$ cat src/rtl/sw_control_pkg.sv
// Shared definitions for the stopwatch front-end control stage.
// Holds the FSM state encodings, the default debounce length and the system clock rate.
package sw_control_pkg;

    typedef enum logic [1:0] {
        ST_IDLE    = 2'b00,
        ST_RUNNING = 2'b01,
        ST_PAUSED  = 2'b10
    } state_t;

    // 10 ms at 50 MHz
    localparam int unsigned DEBOUNCE_COUNT_DEF = 500000;

    // Also used by the ms-pulse generator
    localparam int unsigned CLK_FREQ_HZ = 50_000_000;

endpackage

$ cat src/rtl/sw_control_btn_debounce.sv
// Single push-button conditioner: 2-flop synchronizer, debounce counter,
// debounced level and one-cycle press pulse on its rising edge.
// Ports: clk, reset (async active-low), btn (raw), level (debounced), press (event).
module btn_debounce #(
    parameter int unsigned DEBOUNCE_COUNT = 500000,
    parameter int unsigned CNT_W          = 19
) (
    input  logic clk,
    input  logic reset,
    input  logic btn,
    output logic level,
    output logic press
);

    localparam logic [CNT_W-1:0] CNT_LAST = CNT_W'(DEBOUNCE_COUNT - 1);

    logic             sync1;
    logic             sync2;
    logic             level_q;
    logic [CNT_W-1:0] cnt;

    always_ff @(posedge clk or negedge reset) begin
        if (!reset) begin
            sync1   <= 1'b0;
            sync2   <= 1'b0;
            level   <= 1'b0;
            level_q <= 1'b0;
            cnt     <= '0;
        end else begin
            sync1   <= btn;
            sync2   <= sync1;
            level_q <= level;
            if (sync2 == level) begin
                cnt <= '0;
            end else if (cnt == CNT_LAST) begin
                // DEBOUNCE_COUNT consecutive differing samples seen
                level <= ~level;
                cnt   <= '0;
            end else begin
                cnt <= cnt + 1'b1;
            end
        end
    end

    // Only the 0->1 debounced transition is an event
    assign press = level & ~level_q;

endmodule

$ cat src/rtl/sw_control.sv
// Stopwatch front-end control: conditions start/stop/clear/lap buttons and runs the
// idle/run/pause FSM. Outputs run, clear_pulse, lap_hold and state are all registered.
module sw_control
    import sw_control_pkg::*;
#(
    parameter int unsigned DEBOUNCE_COUNT = DEBOUNCE_COUNT_DEF,
    parameter int unsigned CNT_W          = 19
) (
    input  logic       clk,
    input  logic       reset,
    input  logic       start_btn,
    input  logic       stop_btn,
    input  logic       clear_btn,
    input  logic       lap_btn,
    output logic       run,
    output logic       clear_pulse,
    output logic       lap_hold,
    output logic [1:0] state
);

    logic start_lvl, stop_lvl, clear_lvl, lap_lvl;
    logic start_ev, stop_ev, clear_ev, lap_ev;
    state_t st_q;

    btn_debounce #(.DEBOUNCE_COUNT(DEBOUNCE_COUNT), .CNT_W(CNT_W)) u_start (
        .clk(clk), .reset(reset), .btn(start_btn), .level(start_lvl), .press(start_ev)
    );

    btn_debounce #(.DEBOUNCE_COUNT(DEBOUNCE_COUNT), .CNT_W(CNT_W)) u_stop (
        .clk(clk), .reset(reset), .btn(stop_btn), .level(stop_lvl), .press(stop_ev)
    );

    btn_debounce #(.DEBOUNCE_COUNT(DEBOUNCE_COUNT), .CNT_W(CNT_W)) u_clear (
        .clk(clk), .reset(reset), .btn(clear_btn), .level(clear_lvl), .press(clear_ev)
    );

    btn_debounce #(.DEBOUNCE_COUNT(DEBOUNCE_COUNT), .CNT_W(CNT_W)) u_lap (
        .clk(clk), .reset(reset), .btn(lap_btn), .level(lap_lvl), .press(lap_ev)
    );

    // Debounced levels are only needed inside the conditioners
    logic unused_lvl;
    assign unused_lvl = start_lvl ^ stop_lvl ^ clear_lvl ^ lap_lvl;

    // Within each state the if-chain order gives clear > stop > start > lap,
    // restricted to the events that state accepts.
    always_ff @(posedge clk or negedge reset) begin
        if (!reset) begin
            st_q        <= ST_IDLE;
            run         <= 1'b0;
            clear_pulse <= 1'b0;
            lap_hold    <= 1'b0;
        end else begin
            clear_pulse <= 1'b0;
            case (st_q)
                ST_IDLE: begin
                    if (clear_ev) begin
                        clear_pulse <= 1'b1;
                    end else if (start_ev) begin
                        st_q <= ST_RUNNING;
                        run  <= 1'b1;
                    end
                end
                ST_RUNNING: begin
                    if (stop_ev) begin
                        st_q <= ST_PAUSED;
                        run  <= 1'b0;
                    end else if (lap_ev) begin
                        lap_hold <= ~lap_hold;
                    end
                end
                ST_PAUSED: begin
                    if (clear_ev) begin
                        st_q        <= ST_IDLE;
                        clear_pulse <= 1'b1;
                        lap_hold    <= 1'b0;
                    end else if (start_ev) begin
                        st_q <= ST_RUNNING;
                        run  <= 1'b1;
                    end else if (lap_ev) begin
                        lap_hold <= 1'b0;
                    end
                end
                default: begin
                    // Illegal code 11 falls back to a quiet idle
                    st_q     <= ST_IDLE;
                    run      <= 1'b0;
                    lap_hold <= 1'b0;
                end
            endcase
        end
    end

    assign state = st_q;

endmodule

$ cat config.mk
export PLATFORM = sky130hd
export DESIGN_NAME = sw_control
export DESIGN_NICKNAME = d
export VERILOG_FILES = /design/src/rtl/sw_control_pkg.sv /design/src/rtl/sw_control_btn_debounce.sv /design/src/rtl/sw_control.sv
export SDC_FILE = /design/constraint.sdc
export NUM_CORES = 1
export LEC_CHECK = 0
export CAP_MARGIN = 20
export CORE_ASPECT_RATIO = 1.2
export CORE_MARGIN = 10
export CORE_UTILIZATION = 45
export DETAILED_ROUTE_END_ITERATION = 16
export GPL_ROUTABILITY_DRIVEN = 0
export GPL_TIMING_DRIVEN = 0
export PLACE_DENSITY_LB_ADDON = 0.05
export REMOVE_ABC_BUFFERS = 1
export SKIP_CTS_REPAIR_TIMING = 1
export SYNTH_ARGS = -nofsm -noshare
export SYNTH_HDL_FRONTEND = slang
export SYNTH_SLANG_ARGS = --single-unit
$ cat constraint.sdc
create_clock -name clk -period 2.15 [get_ports clk]
set_input_delay 0.215 -clock clk [delete_from_list [all_inputs] [get_ports clk]]
set_output_delay 0.215 -clock clk [all_outputs]
set_load 0.1 [all_outputs]
==> impl_metrics.ini, run 1 <==
[status]
status = finished clean

[drt]
via_count = 3106
drt_iter0_drc = 85
drcViolationCount = 0
antenna_left = 0
wirelength_mm = 8.07
dr.pass1.iters = 4
vias_per_cell = 5.36
drt-wirelength-per-cell_um = 13.9

[timing]
hold_viol = 0
slew_headroom_pct = 35.2
period_needed_ns = 2.09
clock_skew_ns = 0.00589
holdWs_ns = 0.302
finalCritPeriodShare_pct = 97.4
maxSlewViolCount = 0
worst_pin_slew_ns = 0.971
setup_viol = 0
fmax_mhz = 478

[floorplanning]
dieArea_um2 = 14400
pin_count = 11
rows = 39
coreArea_um2 = 9660
initial_core_util_pct = 46.6
fp.dieH_um = 130
die_w_um = 111

[synth]
async_reset_ff_share_pct = 100
synth_top_area_share_pct = 53.9
avgSynthCellArea_um2 = 10.3
ys_ff_latch = 97
netlist_area_um2 = 4510
netlist_instances = 439
yosysMostFrequentCell = dfrtp_1
synth_cell_types = 39
synth.area.top_cells = dfrtp_1, nor2_1, xnor2_1
synth_area_leader_cell = dfrtp_1
synth_edf_count = 0
synth_flop_cell = dfrtp_1
synth-seq-area-share_pct = 53.9
synth_commonest_cells = dfrtp_1, nor2_1, nand2_1, xnor2_1, xor2_1
ys_warn_count = 0

[power_and_ir_drop]
p_leak_uw = 0.00216
max-vdd-ir-drop_mv = 0.414
power-per-cell-area_nw_per_um2 = 719

[clocking]
clock_latency_ns = 0.35
cts-root-buf = clkbuf_16
clockBufferDepth = 2
cts_tree = done
cts_sinks = 97
numCtsBuffers = 9
clk_pin_slew_ns = 0.07
ctsHtreeMaxLevel = 3

[worst_setup_path]
worstPathArrival_ns = 2.33
critPathLaunchType = flip-flop
rrSetupSlack_ns = 0.06
worstSetupPathType = reg -> reg
cp.required_ns = 2.38
crit_fanout = 6
r2r_cells = 4
crit_path_end_kind = flip-flop

[finish]
final-seq-area_um2 = 2430
final_core_util_pct = 52.8
drive_gt1_share_pct = 8.11
antenna_cells = 0
area_growth_pct = 13.3
nNetsFinal = 461
fin_cells = 579
fillers = 883
multi_input_area_um2 = 1990

[job]
maxCapViolations = 0

[place]
dp.cells = 561
post-dp-hpwl_mm = 5.35
io_buffers = 10

[global_route]
grt_overflow = 0
grt_pass1_wl_mm = 14.2
grt_start_max_net_pins = 56
antenna_found_initial = 0
grt_pass1_vias = 3085
grt_usage_pct = 11.8

[worst_hold_path]
whs_path_depth = 1
hold_path_class = in -> reg
==> area by class of cell <==
| type | count | share of cell area (%) |
|---|---|---|
| Clock buffer | 11 | 4.95 |
| Clock inverter | 5 | 1.20 |
| Inverter | 14 | 1.03 |
| Multi-Input combinational cell | 316 | 39.0 |
| Sequential cell | 97 | 47.6 |
| Tap cell | 123 | 3.01 |
| Timing Repair Buffer | 13 | 3.19 |
==> cell families after synthesis <==
family | share of synthesized area [%]
AO/OA/AOI/OAI | 6.89
XOR/XNOR | 9.91
adder cells (fa/ha/maj) | 1.11
buffers and inverters | 2.47
flip-flops | 53.9
multiplexers | 1.22
AND/OR/NAND/NOR | 24.5
==> sequential cells by signal, summed over array words and instances, names as in the netlist, 2 cells and up <==
signal / cells
u_clear.cnt: 19
u_stop.cnt: 19
u_start.cnt: 19
state: 2
u_lap.cnt: 19
==> critical path: stages, from the launching register on <==
cell and delay, ns:
dfrtp_2 0.45, or4b_1 0.52, or4_4 0.58, nor2_2 0.11
mux2_2 0.33
==> final timing paths <==
kind	from	endpoint
worst max-delay path	u_stop.cnt[11]	u_stop.level
worst min-delay path	stop_btn	u_stop.sync1
worst max register to register	u_stop.cnt[11]	u_stop.level
worst min register to register	u_clear.sync1	u_clear.sync2
max in group asynchronous	reset	u_stop.cnt[11]
min in group asynchronous	reset	u_clear.cnt[15]
==> where the power goes <==
part	internal, uW	leakage (uW)	switching [uW]
Sequential	1850	0.00133	22.9
Combinational	40.6	0.000675	80.9
Clock	974	0.000157	702
Total	2860	0.00216	806
==> cell usage in the layout (no fill, tap or decap), drive strengths merged, types with 6 or more instances in the layout <==
cell type / Yosys / layout
o21ai: 15 / 15
nand3: 25 / 25
clkdlybuf4s50: 0 / 6
nor4: 7 / 7
o31ai: 9 / 9
nand4: 17 / 17
inv: 14 / 16
a21oi: 24 / 24
xor2: 25 / 25
nor3: 8 / 8
clkbuf: 6 / 11
or3: 14 / 14
and4: 7 / 7
nor2: 61 / 61
dfrtp: 97 / 97
or4: 15 / 15
xnor2: 26 / 26
nand2: 26 / 26
==> metrics by stage <==
stage / power, uW / setup slack [ns] / TNS [ns] / area [um^2]
floorplan: 1950 / 0.125 / 0 / 4450
global placement: 2020 / -2.88 / -279.25 / 4700
detailed placement: 2030 / -0.0678 / -0.836 / 4730
CTS: 3720 / -0.0906 / -1.21 / 5040
global route: 3820 / -0.00314 / -0.00314 / 5100
finish: 3670 / 0.0566 / 0 / 5100
==> metal layers <==
layer	vias to the layer above	global-route usage (%)	wire length, um
li1	1575	-	-
met1	1493	14.6	4040
met2	24	18.6	3660
met3	14	2.22	157
met4	0	7.72	221
met5	-	0	0
Power figures use the tool's default switching activity.
==> run 2, diff against run 1 <==
--- a/config.mk
+++ b/config.mk
@@ -8,7 +8,8 @@
 export CAP_MARGIN = 20
 export CORE_ASPECT_RATIO = 1.2
 export CORE_MARGIN = 10
-export CORE_UTILIZATION = 45
+export CORE_UTILIZATION = 30
+export CTS_CLUSTER_SIZE = 25
 export DETAILED_ROUTE_END_ITERATION = 16
 export GPL_ROUTABILITY_DRIVEN = 0
 export GPL_TIMING_DRIVEN = 0
==> run 2 against run 1 <==
Compared with the run above: critical path depth unchanged; utilization decreased by 18 points; sequential power about the same; sequential cell count unchanged; sequential share of layout area decreased by 0.63 points; first-iteration DRC count increased by 73%; final area increased by 1.3%; power decreased by 5.8%; non-clock buffer count increased by 3; final cell count increased by 14%.
==> impl_metrics.ini, run 2 (synthesis results as in run 1) <==
[finish]
multi_input_area_um2 = 2000
nNetsFinal = 464
final_core_util_pct = 34.9
fillers = 1540
drive_gt1_share_pct = 7.86
final-seq-area_um2 = 2430
area_growth_pct = 14.8
antenna_cells = 0
final_cell_mix = dfrtp_1, nor2_1, nand2_1, xnor2_1, xor2_1
final_common_cell = dfrtp_1

[drt]
drt_iter0_drc = 147
via_count = 3134
antenna_left = 0
drt-wirelength-per-cell_um = 13.3
dr.pass1.iters = 4
wirelength_mm = 8.84
drcViolationCount = 0
vias_per_cell = 4.73

[worst_setup_path]
critPathLaunchType = flip-flop
worstPathArrival_ns = 2.32
worstSetupPathType = reg -> reg
cp.required_ns = 2.38
critical_path.cell_chain = or4b_1, or4_4, nor2_1, mux2_2
crit_path_end_kind = flip-flop
crit_slowest_cell = or4_4
critPathMaxStageDelay_ns = 0.58
crit_fanout = 4

[clocking]
ctsHtreeMaxLevel = 3
clock_latency_ns = 0.35
numCtsBuffers = 9
clk_pin_slew_ns = 0.07
cts_tree = done
cts-root-buf = clkbuf_16
clockBufferDepth = 2
cts_sinks = 97

[status]
status = finished clean

[timing]
fmax_mhz = 478
worst_pin_slew_ns = 1.02
period_needed_ns = 2.09
slew_headroom_pct = 31.6
setup_viol = 0
worst_slack_ns = 0.0590
clock_skew_ns = 0.0114
maxSlewViolCount = 0
hold_viol = 0
finalCritPeriodShare_pct = 97.3

[power_and_ir_drop]
p_leak_uw = 0.00214
power-per-cell-area_nw_per_um2 = 668
max-vdd-ir-drop_mv = 0.222

[floorplanning]
initial_core_util_pct = 30.4
die_w_um = 132
pin_count = 11
rows = 49
coreArea_um2 = 14800
fp.dieH_um = 154
dieArea_um2 = 20300

[global_route]
grt_pass1_wl_mm = 15.7
grt_pass1_vias = 3220
grt_usage_pct = 9.35
antenna_found_initial = 0
grt_start_max_net_pins = 67
grt_overflow = 0

[place]
post-dp-hpwl_mm = 5.82
dp_slack_ns = -0.110
io_buffers = 10

[worst_hold_path]
hold_path_class = in -> reg

[job]
maxCapViolations = 0
[run 2: path summary, 6_finish.rpt]
kind | cells after the start | slack, ns | end | startpoint
max | 4 | 0.06 | u_stop.level | u_stop.cnt[11]
min reg2reg | 0 | 0.35 | u_start.sync2 | u_start.sync1
min | 1 | 0.30 | u_start.sync1 | start_btn
max reg2reg | 4 | 0.06 | u_stop.level | u_stop.cnt[11]
max in group asynchronous | 3 | 1.10 | u_stop.cnt[16] | reset
min in group asynchronous | 2 | 0.36 | u_clear.cnt[14] | reset
[run 2: layer usage]
metal | track usage [%] | wire length [um] | up-vias
met4 | 3.82 | 119 | 0
met5 | 0 | 0 | -
li1 | - | - | 1578
met3 | 2.62 | 266 | 8
met1 | 12.2 | 4450 | 1521
met2 | 14.3 | 4000 | 27
[run 2: worst max-delay path, delay by kind of cell, from the launching register on]
kind / cells / cell delay (ns)
DFF: 1 / 0.43
and+or+nand+nor: 3 / 1.21
muxes: 1 / 0.33
[run 2: cell type report]
class / instances / area share (%)
Clock buffer: 13 / 4.64
Clock inverter: 2 / 0.314
Inverter: 14 / 1.02
Multi-Input combinational cell: 316 / 38.6
Sequential cell: 97 / 46.9
Tap cell: 204 / 4.93
Timing Repair Buffer: 16 / 3.58
[run 2: report_power, final]
group          switching [uW]  internal (uW)  leakage, uW
logic                    82.1           40.7     0.000692
registers                22.1           1850      0.00133
clock network             679            783     0.000120
total                     783           2670      0.00214
[run 2: per-stage QoR]
| step | setup TNS [ns] | instance area [um^2] | cells | power [uW] | hold slack (ns) |
|---|---|---|---|---|---|
| global placement | -308.58 | 4800 | 641 | 2020 | 0.338 |
| finish | 0 | 5170 | 662 | 3460 | 0.304 |
| detailed placement | -2.29 | 4830 | 642 | 2030 | 0.205 |
| floorplan | 0 | 4450 | 427 | 1950 | -0.0806 |
| CTS | -2.89 | 5080 | 657 | 3530 | -0.169 |
| global route | -0.000490 | 5170 | 662 | 3640 | 0.298 |
==> run 3, diff against run 2 <==
--- a/config.mk
+++ b/config.mk
@@ -8,7 +8,7 @@
 export CAP_MARGIN = 20
 export CORE_ASPECT_RATIO = 1.2
 export CORE_MARGIN = 10
-export CORE_UTILIZATION = 30
+export CORE_UTILIZATION = 43
 export CTS_CLUSTER_SIZE = 25
 export DETAILED_ROUTE_END_ITERATION = 16
 export GPL_ROUTABILITY_DRIVEN = 0
==> run 3 against run 2 <==
Compared with the run above: sequential share of layout area increased by 0.26 points; critical endpoint unchanged; first-iteration DRC count decreased by 31%; final area decreased by 0.56%; non-clock buffer count increased by 5; clock power increased by 10%; utilization increased by 16 points; sequential cell count unchanged.
==> impl_metrics.ini, run 3 (synthesis results as in run 1) <==
[status]
status = finished clean

[worst_setup_path]
worstSetupPathType = reg -> reg
critPathTopFamily = simple AND/OR/NAND/NOR gates
cp.required_ns = 2.37
crit_path_end_kind = flip-flop
crit_fanout = 3
worstPathArrival_ns = 2.29
critical_path.cell_chain = or4_1, or4_4, nor2_2, mux2_2
critPathMaxStageDelay_ns = 0.58
critPathBufInv = 0
crit_slowest_cell = or4_4
critPathLaunchType = flip-flop

[place]
io_buffers = 10
dp.cells = 564
post-dp-hpwl_mm = 5.37
dpl_cell_area_um2 = 4730

[finish]
nNetsFinal = 469
final_common_cell = dfrtp_1
area_growth_pct = 14.2
final_cell_mix = dfrtp_1, nor2_1, nand2_1, xnor2_1, xor2_1
final_core_util_pct = 50.9
fin_area_um2 = 5140
antenna_cells = 0
fin_cells = 589
drive_gt1_share_pct = 8.64

[floorplanning]
rows = 40
fp.dieH_um = 132
pin_count = 11
dieArea_um2 = 15000
die_w_um = 113
coreArea_um2 = 10100
initial_core_util_pct = 44.6

[timing]
holdWs_ns = 0.311
slew_headroom_pct = 35.2
finalCritPeriodShare_pct = 96.1
clock_skew_ns = 0.00631
maxSlewViolCount = 0
worst_pin_slew_ns = 0.970
period_needed_ns = 2.07
hold_viol = 0
fmax_mhz = 484
setup_viol = 0

[power_and_ir_drop]
power_uw = 3610
p_leak_uw = 0.00218
max-vdd-ir-drop_mv = 0.378
power-per-cell-area_nw_per_um2 = 701

[clocking]
ctsHtreeMaxLevel = 3
cts-root-buf = clkbuf_16
numCtsBuffers = 9
cts_tree = done
clock_latency_ns = 0.34
cts_sinks = 97
clk_pin_slew_ns = 0.06
clockBufferDepth = 2

[drt]
drt-wirelength-per-cell_um = 13.6
antenna_left = 0
wirelength_mm = 8.00
dr.pass1.iters = 4
drcViolationCount = 0
drt_iter0_drc = 102
vias_per_cell = 5.37
via_count = 3160

[global_route]
met2_usage_pct = 17.7
grt_pass1_vias = 3039
grt_usage_pct = 11.0
grt_busiest_layer = met2
grt_pass1_wl_mm = 13.9
grt_overflow = 0
gr-usage-met3_pct = 2.73
met1_usage_pct = 13.6
grt_start_max_net_pins = 68
antenna_found_initial = 0

[job]
maxCapViolations = 0

[worst_hold_path]
hold_path_class = in -> reg
run 3: changes by cell type in the layout (fill, tap and decap cells not counted):
cell       delta
a21o_2        -1
clkbuf_8      +2
or4_4         -3
or4_1         +3
buf_4         +5
a21o_1        +1
clkinv_4      -1
nor2_2        +1
clkbuf_1      -2
nor2_1        -1
bufinv_16     +1
run 3: cell type report:
cell class	instances	area [um^2]
inverters	14	52.6
multi-input cells	316	1990
clock buffers	13	260
repair buffers	21	223
flip-flops and latches	97	2430
well taps	126	158
clock inverters	2	37.5
fillers	952	4960
run 3: worst paths after layout:
kind / slack, ns / start / to / depth (start not counted)
worst max-delay path: 0.08 / u_stop.cnt[14] / u_stop.level / 4
worst min-delay path: 0.31 / stop_btn / u_stop.sync1 / 1
worst max register to register: 0.08 / u_stop.cnt[14] / u_stop.level / 4
worst min register to register: 0.35 / u_clear.sync1 / u_clear.sync2 / 0
max in group asynchronous: 1.13 / reset / u_start.sync2 / 3
min in group asynchronous: 0.36 / reset / u_clear.cnt[10] / 2
run 3: through the flow:
step,setup TNS (ns),setup slack (ns)
detailed placement,-1.22,-0.0926
global placement,-275.61,-2.83
global route,-0.00461,-0.00461
finish,0,0.0843
floorplan,0,0.125
CTS,-1.38,-0.102
run 3: layer usage:
metal,vias up,share of wire (%)
met4,0,1.6
li1,1591,-
met2,38,48
met5,-,0
met3,9,2.8
met1,1522,48
run 3: worst reg2reg max path: cells and delay by family, from the launching register on:
kind	cells	cell delay, ns
flops	1	0.41
mux	1	0.33
simple gates	3	1.21
run 3: power breakdown:
group          switching (uW)  internal (uW)
combinational            79.6           41.4
clock                     652            960
sequential               22.6           1850
total                     754           2850
